File: config.mk
export PLATFORM = sky130hd
export DESIGN_NAME = exe_stage
export DESIGN_NICKNAME = d
export VERILOG_FILES = /design/src/rtl/exe_stage.sv
export SDC_FILE = /design/constraint.sdc
export NUM_CORES = 2
export LEC_CHECK = 0
export BUFFER_PORTS_ARGS = -buffer_cell sky130_fd_sc_hd__buf_2
export CORE_ASPECT_RATIO = 1.2
export CORE_MARGIN = 5
export CORE_UTILIZATION = 40
export DETAILED_ROUTE_END_ITERATION = 8
export PLACE_DENSITY = 0.63
export RECOVER_POWER = 25
export SLEW_MARGIN = 20
export SYNTH_ARGS = -nofsm -noshare
export SYNTH_HDL_FRONTEND = slang
export SYNTH_SLANG_ARGS = --single-unit
File: constraint.sdc
create_clock -name clk -period 9.2 [get_ports clk]
set_clock_uncertainty 0.1 [all_clocks]
set_input_delay 0.46 -clock clk [delete_from_list [all_inputs] [get_ports clk]]
set_output_delay 0.46 -clock clk [all_outputs]
set_load 0.05 [all_outputs]
File: src/rtl/exe_stage.sv
// rtl/exe_stage.sv - RV32IM execute stage: single-cycle ALU plus iterative multiply/divide
module exe_stage #(
    parameter int unsigned MD_ENABLE = 1
) (
    input  logic         clk,
    input  logic         rst_n,
    input  logic [125:0] id_exe_bus_in,
    input  logic         flush_in,
    output logic         stall_out,
    output logic [74:0]  exe_mem_bus_out
);

    typedef enum logic [1:0] {
        IDLE = 2'd0,
        BUSY = 2'd1,
        DONE = 2'd2
    } state_t;

    state_t       state_q, state_d;
    logic [125:0] ex_q, ex_d;
    logic [74:0]  out_q, out_d;
    logic [4:0]   cnt_q, cnt_d;
    logic [31:0]  hi_q, hi_d;
    logic [31:0]  lo_q, lo_d;
    logic [31:0]  mdop_q, mdop_d;
    logic         neg_res_q, neg_res_d;
    logic         neg_rem_q, neg_rem_d;

    logic         md_load;
    logic         md_step;

    // Fields of the instruction held in EX
    logic [31:0]  op1, op2, pc;
    logic [4:0]   rd;
    logic         rd_wen, mem_we, mem_re;
    logic [2:0]   wb_sel;
    logic [18:0]  fun, fun_lo;
    logic         m_raw, m_op, is_div;

    assign op1    = ex_q[125:94];
    assign op2    = ex_q[93:62];
    assign rd     = ex_q[61:57];
    assign rd_wen = ex_q[56];
    assign fun    = ex_q[55:37];
    assign mem_we = ex_q[36];
    assign mem_re = ex_q[35];
    assign wb_sel = ex_q[34:32];
    assign pc     = ex_q[31:0];

    // Isolating the lowest set bit makes a malformed multi-hot code resolve to the lowest index
    assign fun_lo = fun & (~fun + 19'd1);
    assign m_raw  = |fun_lo[18:11];
    assign m_op   = (MD_ENABLE != 0) && m_raw;
    assign is_div = |fun_lo[18:15];

    // Operand signedness and magnitudes for the multiply/divide core
    logic        s1, s2, a_neg, b_neg;
    logic [31:0] a_mag, b_mag;

    assign s1    = fun_lo[11] | fun_lo[12] | fun_lo[13] | fun_lo[15] | fun_lo[17];
    assign s2    = fun_lo[11] | fun_lo[12] | fun_lo[15] | fun_lo[17];
    assign a_neg = s1 & op1[31];
    assign b_neg = s2 & op2[31];
    assign a_mag = a_neg ? (~op1 + 32'd1) : op1;
    assign b_mag = b_neg ? (~op2 + 32'd1) : op2;

    // One radix-2 step: shift-add multiply and restoring divide
    logic [32:0] mul_sum;
    logic [32:0] div_shift;
    logic [31:0] div_diff;
    logic        div_ge;

    assign mul_sum   = {1'b0, hi_q} + (lo_q[0] ? {1'b0, mdop_q} : 33'd0);
    assign div_shift = {hi_q, lo_q[31]};
    assign div_ge    = div_shift >= {1'b0, mdop_q};
    assign div_diff  = div_shift[31:0] - mdop_q;

    // FSM state register
    always_ff @(posedge clk or negedge rst_n) begin
        if (!rst_n) begin
            state_q <= IDLE;
        end else begin
            state_q <= state_d;
        end
    end

    // FSM next state; flush always returns to IDLE
    always_comb begin
        state_d = state_q;
        case (state_q)
            IDLE:    if (m_op) state_d = BUSY;
            BUSY:    if (cnt_q == 5'd31) state_d = DONE;
            DONE:    state_d = IDLE;
            default: state_d = IDLE;
        endcase
        if (flush_in) begin
            state_d = IDLE;
        end
    end

    // FSM outputs: stall upstream and steer the multiply/divide datapath
    always_comb begin
        stall_out = 1'b0;
        md_load   = 1'b0;
        md_step   = 1'b0;
        case (state_q)
            IDLE: begin
                if (m_op) begin
                    stall_out = 1'b1;
                    md_load   = 1'b1;
                end
            end
            BUSY: begin
                stall_out = 1'b1;
                md_step   = 1'b1;
            end
            default: ;
        endcase
    end

    // Multiply/divide iteration registers: load magnitudes, then 32 steps
    always_comb begin
        hi_d      = hi_q;
        lo_d      = lo_q;
        mdop_d    = mdop_q;
        cnt_d     = cnt_q;
        neg_res_d = neg_res_q;
        neg_rem_d = neg_rem_q;
        if (flush_in) begin
            hi_d      = '0;
            lo_d      = '0;
            mdop_d    = '0;
            cnt_d     = '0;
            neg_res_d = 1'b0;
            neg_rem_d = 1'b0;
        end else if (md_load) begin
            hi_d      = '0;
            cnt_d     = '0;
            neg_res_d = a_neg ^ b_neg;
            neg_rem_d = a_neg;
            if (is_div) begin
                lo_d   = a_mag;
                mdop_d = b_mag;
            end else begin
                lo_d   = b_mag;
                mdop_d = a_mag;
            end
        end else if (md_step) begin
            cnt_d = cnt_q + 5'd1;
            if (is_div) begin
                hi_d = div_ge ? div_diff : div_shift[31:0];
                lo_d = {lo_q[30:0], div_ge};
            end else begin
                hi_d = mul_sum[32:1];
                lo_d = {mul_sum[0], lo_q[31:1]};
            end
        end
    end

    // Final multiply/divide result with sign fix-up and division special cases
    logic [63:0] prod, prod_s;
    logic [31:0] quo, rem, md_res;
    logic        div_zero, div_ovf;

    assign prod     = {hi_q, lo_q};
    assign prod_s   = neg_res_q ? (~prod + 64'd1) : prod;
    assign quo      = neg_res_q ? (~lo_q + 32'd1) : lo_q;
    assign rem      = neg_rem_q ? (~hi_q + 32'd1) : hi_q;
    assign div_zero = (op2 == 32'd0);
    assign div_ovf  = (op1 == 32'h8000_0000) && (op2 == 32'hFFFF_FFFF);

    // Select the M-extension result for the op held in EX
    always_comb begin
        md_res = '0;
        if (fun_lo[11]) begin
            md_res = prod_s[31:0];
        end else if (fun_lo[12] | fun_lo[13] | fun_lo[14]) begin
            md_res = prod_s[63:32];
        end else if (fun_lo[15]) begin
            md_res = div_zero ? 32'hFFFF_FFFF : (div_ovf ? 32'h8000_0000 : quo);
        end else if (fun_lo[16]) begin
            md_res = div_zero ? 32'hFFFF_FFFF : quo;
        end else if (fun_lo[17]) begin
            md_res = div_zero ? op1 : (div_ovf ? 32'd0 : rem);
        end else if (fun_lo[18]) begin
            md_res = div_zero ? op1 : rem;
        end
    end

    // Single-cycle ALU
    logic [31:0] alu_res;
    always_comb begin
        alu_res = '0;
        if      (fun_lo[0])  alu_res = op1 + op2;
        else if (fun_lo[1])  alu_res = op1 - op2;
        else if (fun_lo[2])  alu_res = op1 & op2;
        else if (fun_lo[3])  alu_res = op1 | op2;
        else if (fun_lo[4])  alu_res = op1 ^ op2;
        else if (fun_lo[5])  alu_res = op1 << op2[4:0];
        else if (fun_lo[6])  alu_res = op1 >> op2[4:0];
        else if (fun_lo[7])  alu_res = $unsigned($signed(op1) >>> op2[4:0]);
        else if (fun_lo[8])  alu_res = {31'd0, $signed(op1) < $signed(op2)};
        else if (fun_lo[9])  alu_res = {31'd0, op1 < op2};
        else if (fun_lo[10]) alu_res = op1;
    end

    // Next EX register and output bus; bubbles while stalled or flushed
    always_comb begin
        ex_d = stall_out ? ex_q : id_exe_bus_in;
        if (flush_in) begin
            ex_d = '0;
        end
        out_d = {alu_res, rd, rd_wen, mem_we, mem_re, wb_sel, pc};
        if (flush_in) begin
            out_d = '0;
        end else if (state_q == DONE) begin
            out_d = {md_res, rd, rd_wen, mem_we, mem_re, wb_sel, pc};
        end else if (stall_out) begin
            out_d = '0;
        end else if (m_raw) begin
            // Only reachable with the M-extension disabled: pass fields, never write back
            out_d = {32'd0, rd, 1'b0, mem_we, mem_re, wb_sel, pc};
        end
    end

    // Datapath registers
    always_ff @(posedge clk or negedge rst_n) begin
        if (!rst_n) begin
            ex_q      <= '0;
            out_q     <= '0;
            cnt_q     <= '0;
            hi_q      <= '0;
            lo_q      <= '0;
            mdop_q    <= '0;
            neg_res_q <= 1'b0;
            neg_rem_q <= 1'b0;
        end else begin
            ex_q      <= ex_d;
            out_q     <= out_d;
            cnt_q     <= cnt_d;
            hi_q      <= hi_d;
            lo_q      <= lo_d;
            mdop_q    <= mdop_d;
            neg_res_q <= neg_res_d;
            neg_rem_q <= neg_rem_d;
        end
    end

    assign exe_mem_bus_out = out_q;

endmodule

* After elaboration in Yosys (flattened, before gate mapping) *
Cells that the tools add are included.

word-level totals
  register bits after elaboration = 306
  latch bits = 0
  RAM bits = 0
  memory bits (read-only) = 0
  bits of input ports = 129
  memories = 0

operators by class
  add/subtract/negate cells = 11
  multipliers = 0
  divide/modulo/power cells = 0
  $lt $le $gt $ge = 3
  equality and inequality tests = 8
  shift-type cells = 3
  muxes and demuxes = 63
  bitwise gates (word level) = 21
  reductions and logical operators = 8

operator list
  cell                   count
  $mux 32                41
  $mux 75                4
  $mux 126               2
  $add 32x1->32 const B  4
  $not 32->32            4
  $add 64x1->64 const B  1
  $eq 32x32->1 const B   2
  $lt 32x32->1           2
  $mux 64                1
  $not 64->64            1
  $sub 32x32->32         2
  $add 32x32->33         1
  $ge 33x32->1           1
  $add 32x32->32         1
  $and 32x32->32         1
  $logic_not 32->1       1
  $or 32x32->32          1
  $shl 32x5->32          1
  $shr 32x5->32          1
  $sshr 32x5->32         1
  $xor 32x32->32         1
  $add 19x1->19 const B  1
  $and 19x19->19         1
  $not 19->19            1
  21 further kinds       40

* Depth between registers and ports, before layout *
  depth in word-level cells = 18
  gate-level depth with buffers = 17
  mapped depth without buffers = 15

* Worst setup path after synthesis *
No wires, ideal clock.

  path kind = reg2reg
  start point = register ex_q[64]
  end point = register out_q[74], in the netlist exe_mem_bus_out[74]
  library setup time = 83 ps
  arrival = 4,397 ps
  path slack = 4,620 ps
  cell stages (with the launch flop) = 18
  buffers on the path = 4
  clock period less this slack = 4,580 ps
  path through = dfrtp_1 clkbuf_1 inv_2 buf_1 buf_1 clkbuf_1 ha_1 inv_1 a21oi_1 nor4_1 o21ai_0 o211ai_1 a31oi_1 o31ai_2 nor2_1 o31a_1 or4_1 o21ai_0

between the ends
  word-level cells in the longest chain between the ends = 13
  elaborated cells between the ends (all ways) = 32
  classes of those cells = add/sub: 2; eq/ne: 1; shift: 3; mux: 24; reduce/logical: 2

RTL lines
  item                    line  RTL
  start, declared         20    logic [125:0] ex_q, ex_d;
  start signal, assigned  229   ex_q <= '0;
  start signal, assigned  238   ex_q <= ex_d;
  $sshr 32x5->32          201   else if (fun_lo[7]) alu_res = $unsigned($signed(op1) >>> op2[4:0]);
  $mux 32                 201
  $mux 32                 200   else if (fun_lo[6]) alu_res = op1 >> op2[4:0];
  $mux 32                 199   else if (fun_lo[5]) alu_res = op1 << op2[4:0];
  $mux 32                 198   else if (fun_lo[4]) alu_res = op1 ^ op2;
  $mux 32                 197   else if (fun_lo[3]) alu_res = op1 | op2;
  $mux 32                 196   else if (fun_lo[2]) alu_res = op1 & op2;
  $mux 32                 195   else if (fun_lo[1]) alu_res = op1 - op2;
  $mux 32                 194   if (fun_lo[0]) alu_res = op1 + op2;
  $mux 75                 220   end else if (m_raw) begin
  $mux 75                 218   end else if (stall_out) begin
  $mux 75 *               216   end else if (state_q == DONE) begin
  $mux 75 *               214   if (flush_in) begin
  named net out_d[74]     21    logic [74:0] out_q, out_d;
  end signal, assigned    239   out_q <= out_d;
  end, declared           21

Mark *: on every way through the listed nets, which the timed path passes. The rest lies on a longest branch.
A chain may end at the register's enable or synchronous reset.

* Worst setup path in the final report *
  start point = register ex_q[37]
  end point = register out_q[69], in the netlist exe_mem_bus_out[69]

between the ends
  word-level cells in the longest chain between the ends = 18
  elaborated cells between the ends (all ways) = 29
  classes of those cells = add/sub: 1; mux: 23; bitwise: 4; reduce/logical: 1

RTL lines
  item                 line  RTL
  $not 19->19          51    assign fun_lo = fun & (~fun + 19'd1);
  $add 19x1->19        51
  $and 19x19->19 *     51
  $mux 32              204   else if (fun_lo[10]) alu_res = op1;
  $mux 32              203   else if (fun_lo[9]) alu_res = {31'd0, op1 < op2};
  $mux 32              202   else if (fun_lo[8]) alu_res = {31'd0, $signed(op1) < $signed(op2)};
  $mux 32              201
  $mux 32              200
  [... 3 more ...]     -
  $mux 32              196
  $mux 32              195
  $mux 32              194
  $mux 75              220
  $mux 75              218
  $mux 75 *            216
  $mux 75 *            214
  named net out_d[69]  21

Marks and branches as above.

==> key figures <==
STA
  • Setup Viol. Count Final: 0
  • Transition time of the tightest slew-check pin: 1.08 ns
  • Max Slew Vio Count: 0
  • Slew HR: 0.272
  • Post-layout min period: 5.34 ns
  • Aggregate negative setup slack: 0 ns
  • Final hold vios: 0
  • Period utilization: 0.581
  • Fmax: 187 MHz
  • RSZ-0062 raised after global routing: no

Clock network
  • Clock Sinks: 306
  • Clock buffer depth: 3
  • Total CTS buffers: 37
  • CTS root buf: clkbuf_16
  • CTS tree: done
  • H-tree depth: 2
  • Post-CTS Setup Repair Bufs: 0
  • Clock Pin Slew Worst Setup and Hold Paths: 0.07 ns
  • Clock Latency Late Sink: 0.59 ns

Cells and area
  • Final Cell Area: 33900 um^2
  • Fill cells: 7701
  • Register Area: 7670 um^2
  • Nets: 4373
  • Most frequent cells in the layout: nand2_1 (563), a21oi_1 (411), nor2_1 (374)
  • Synth-to-Final Area Change: 13.4%
  • Area of the multi-input gates: 20500 um^2
  • Layout Utilization: 0.455
  • Layout cells sized above 1: 0.101
  • Most common cell after layout, fill and taps aside: nand2_1

Synthesis
  • XOR/XNOR share of the synthesized area: 0.0732
  • Post-synth EDFFs: 0
  • Post-synthesis mux area share: 0.0607
  • Register area share after synthesis: 0.256
  • Cell area after synthesis: 29900 um^2
  • Ys async rst share: 1.00
  • Combinational family with the most area after synthesis: compound AO/OA/AOI/OAI gates
  • Compound-Gate Fraction of Synth Area: 0.271
  • Simple-Gate Fraction of Synth Area: 0.204
  • Primary FF master, synth: dfrtp_1
  • Post-synthesis cell type count: 91
  • Avg Cell Area, Syn: 7.55 um^2
  • Flops & latches, synth: 306
  • Synth Area in Adders: 0.0729
  • Cells after synthesis: 3965
  • Syn_nets: 4266
  • Synth Warn #: 0

Critical path
  • WP data required: 9.55 ns
  • Critical Path Sink: exe_mem_bus_out[69]$_DFF_PN0_
  • Setup slack, reg-to-reg: 3.86 ns
  • Worst Setup SP: ex_q[37]$_DFFE_PN0P_
  • Critical path capture point type: flop
  • Cell with the most instances on the worst path: nand2_1
  • Max incr delay on CP: 0.63 ns
  • Levels on crit path: 11
  • FF-to-FF Start: ex_q[37]$_DFFE_PN0P_
  • WS Path Type: flop to flop
  • Crit-path max FO: 44
  • Slowest-stage cell, CP: nand2_1
  • WP buf/inv: 2
  • CP arrival: 5.69 ns
  • Worst r2r path cells: 11
  • Worst r2r dst: exe_mem_bus_out[69]$_DFF_PN0_
  • CP top delay family: simple AND/OR/NAND/NOR gates
  • CP startpoint kind: flop
  • Critical-path cell list: buf_4 -> nor3_4 -> and4_1 -> nand2_1 -> a21o_2 -> buf_4 -> nand2_1 -> or3_1 -> a21oi_1 -> nand2_1 -> o21ai_0

Floorplanning
  • Core ar.: 74600 um^2
  • Row count: 110
  • Chip Height: 310 um
  • Initial core utilization: 0.401
  • DIE AREA: 80400 um^2
  • Die width: 260 um
  • I/O Pins: 205

Placement
  • HPWL Detailed: 104000 um
  • RD Place Congestion: 1.03
  • Port bufs: 204
  • Placed Area: 31800 um^2

Global routing
  • Global-route wire length before repair: 203000 um
  • Number of global-route vias before repair: 31000
  • Met2 Track Usage GR: 0.553
  • Largest net degree at the start of global routing: 151
  • Tot GR Track Use: 0.330
  • GRT busiest layer: met2
  • Met1 Usage GRT: 0.410
  • Gr ovfl total: 0
  • Initial antenna violation count: 4
  • Met3 Use GR: 0.0432

Power and ir drop
  • P per Cell Area: 138 nW/um^2
  • Leak Pwr: 14.2 nW
  • Max VDD drop: 162 uV

Routing
  • Drt drc: 0
  • Total wire length: 139000 um
  • DRT Pass-1 Iters: 8
  • DR iter-0 viols: 3786
  • Wire length per cell: 27.2 um
  • Routed vias: 32100
  • Vias per cell: 6.29
  • Routed Antenna Nets: 0

Run
  • Maxcap violations: 0

Min path
  • HP Class: primary input to flop

Status
  • Status: complete, no violations
-- per-layer routing --
metal | vias to the layer above | share of wire
met5 | - | 0
met4 | 0 | 0.073
met3 | 464 | 0.076
met2 | 1721 | 0.47
met1 | 15500 | 0.38
li1 | 14500 | -
-- worst reg2reg max path, delay by kind of cell, from the launching register on --
family	cells	cell delay (ns)
flip-flops	1	0.32
AO/OA/AOI/OAI	3	1.21
AND/OR/NAND/NOR	6	2.58
buffers and inverters	2	0.98
-- registers in the layout, summed over array words and instances (netlist names) --
name / cells
lo_q: 32
exe_mem_bus_out: 75
mdop_q: 32
ex_q: 126
hi_q: 32
cnt_q: 5
neg_rem_q: 1
neg_res_q: 1
state_q: 2
-- Yosys cell counts, types with 15 or more instances --
| master | count | share of area |
|---|---|---|
| and2_1 | 55 | 0.011 |
| a211oi_1 | 101 | 0.025 |
| xnor2_1 | 172 | 0.050 |
| nor2b_1 | 15 | 0.0031 |
| a21o_1 | 40 | 0.010 |
| o31ai_1 | 45 | 0.011 |
| a21oi_1 | 412 | 0.069 |
| nor4_1 | 24 | 0.0050 |
| nand4_1 | 34 | 0.0071 |
| a22oi_1 | 21 | 0.0053 |
| nor3_1 | 107 | 0.018 |
| or3_1 | 43 | 0.0090 |
| o221ai_1 | 24 | 0.0070 |
| dfrtp_1 | 306 | 0.26 |
| o21a_1 | 18 | 0.0045 |
| o211ai_1 | 34 | 0.0085 |
| or4_1 | 20 | 0.0050 |
| nand2_1 | 563 | 0.071 |
| o21ai_0 | 290 | 0.048 |
| nand3_1 | 48 | 0.0080 |
| clkbuf_1 | 249 | 0.031 |
| ha_1 | 168 | 0.070 |
| a31oi_1 | 47 | 0.0098 |
| a32o_1 | 28 | 0.0094 |
| a221oi_1 | 17 | 0.0050 |
| nor2_1 | 375 | 0.047 |
| buf_1 | 31 | 0.0039 |
| nand2b_1 | 24 | 0.0050 |
| o21bai_1 | 27 | 0.0068 |
| inv_1 | 158 | 0.020 |
| xor2_1 | 78 | 0.023 |
| buf_2 | 30 | 0.0050 |
| a221o_1 | 15 | 0.0050 |
| o22ai_1 | 38 | 0.0079 |
| mux2i_1 | 51 | 0.017 |
| mux4_2 | 56 | 0.042 |
-- cell type report --
class                           count  share of cell area
Antenna cell                        2            0.000147
Clock buffer                       47              0.0308
Clock inverter                     20             0.00932
Inverter                          165              0.0183
Multi-Input combinational cell   3179               0.604
Sequential cell                   306               0.226
Tap cell                         1008              0.0372
Timing Repair Buffer              383              0.0747
-- what timing repair did --
| item | in CTS | in global routing |
|---|---|---|
| gates resized for setup | 0 | 0 |
| endpoints found under the hold margin | 192 | 0 |
| endpoints found under the setup margin | 0 | 0 |
| hold buffers | 83 | 0 |
-- cell families (layout without fill, tap and decap cells) --
logic type / after synthesis / count (layout)
compound gates: 1285 / 1285
xor+xnor: 250 / 250
fa+ha+maj: 172 / 172
buf+inv: 480 / 615
flops: 306 / 306
mux: 111 / 111
other cells: 0 / 2
simple gates: 1361 / 1361
-- worst min path at each step --
stage	from	cells after the start	end	slack [ns]
after CTS	id_exe_bus_in[101]	3	ex_q[101]$_DFFE_PN0P_	0.0003
after global placement	ex_q[32]$_DFFE_PN0P_	1	exe_mem_bus_out[32]$_DFF_PN0_	0.36
after global routing	id_exe_bus_in[15]	3	ex_q[15]$_DFFE_PN0P_	0.01
final	id_exe_bus_in[25]	3	ex_q[25]$_DFFE_PN0P_	0.02
after detailed placement	ex_q[26]$_DFFE_PN0P_	1	exe_mem_bus_out[26]$_DFF_PN0_	0.36
after floorplan	rst_n	0	cnt_q[0]$_DFFE_PN0P_	0.06
-- metrics by stage --
step,std cells,setup WS [ns],power [mW],hold WS (ns)
finish,5110,3.86,4.69,0.0182
global route,5109,3.84,4.84,0.0113
CTS,5108,3.99,4.69,0.000317
detailed placement,4958,4.03,2.96,0.361
global placement,4958,4.09,2.96,0.358
floorplan,3965,4.62,2.41,0.0644
-- power by group --
group          total [mW]  switching, mW  internal, mW
combinational        1.49           1.03         0.462
sequential           1.52         0.0987          1.42
clock                1.69          0.678          1.01
total                4.69           1.80          2.89
Note: power is estimated with default switching activity, not from simulation.
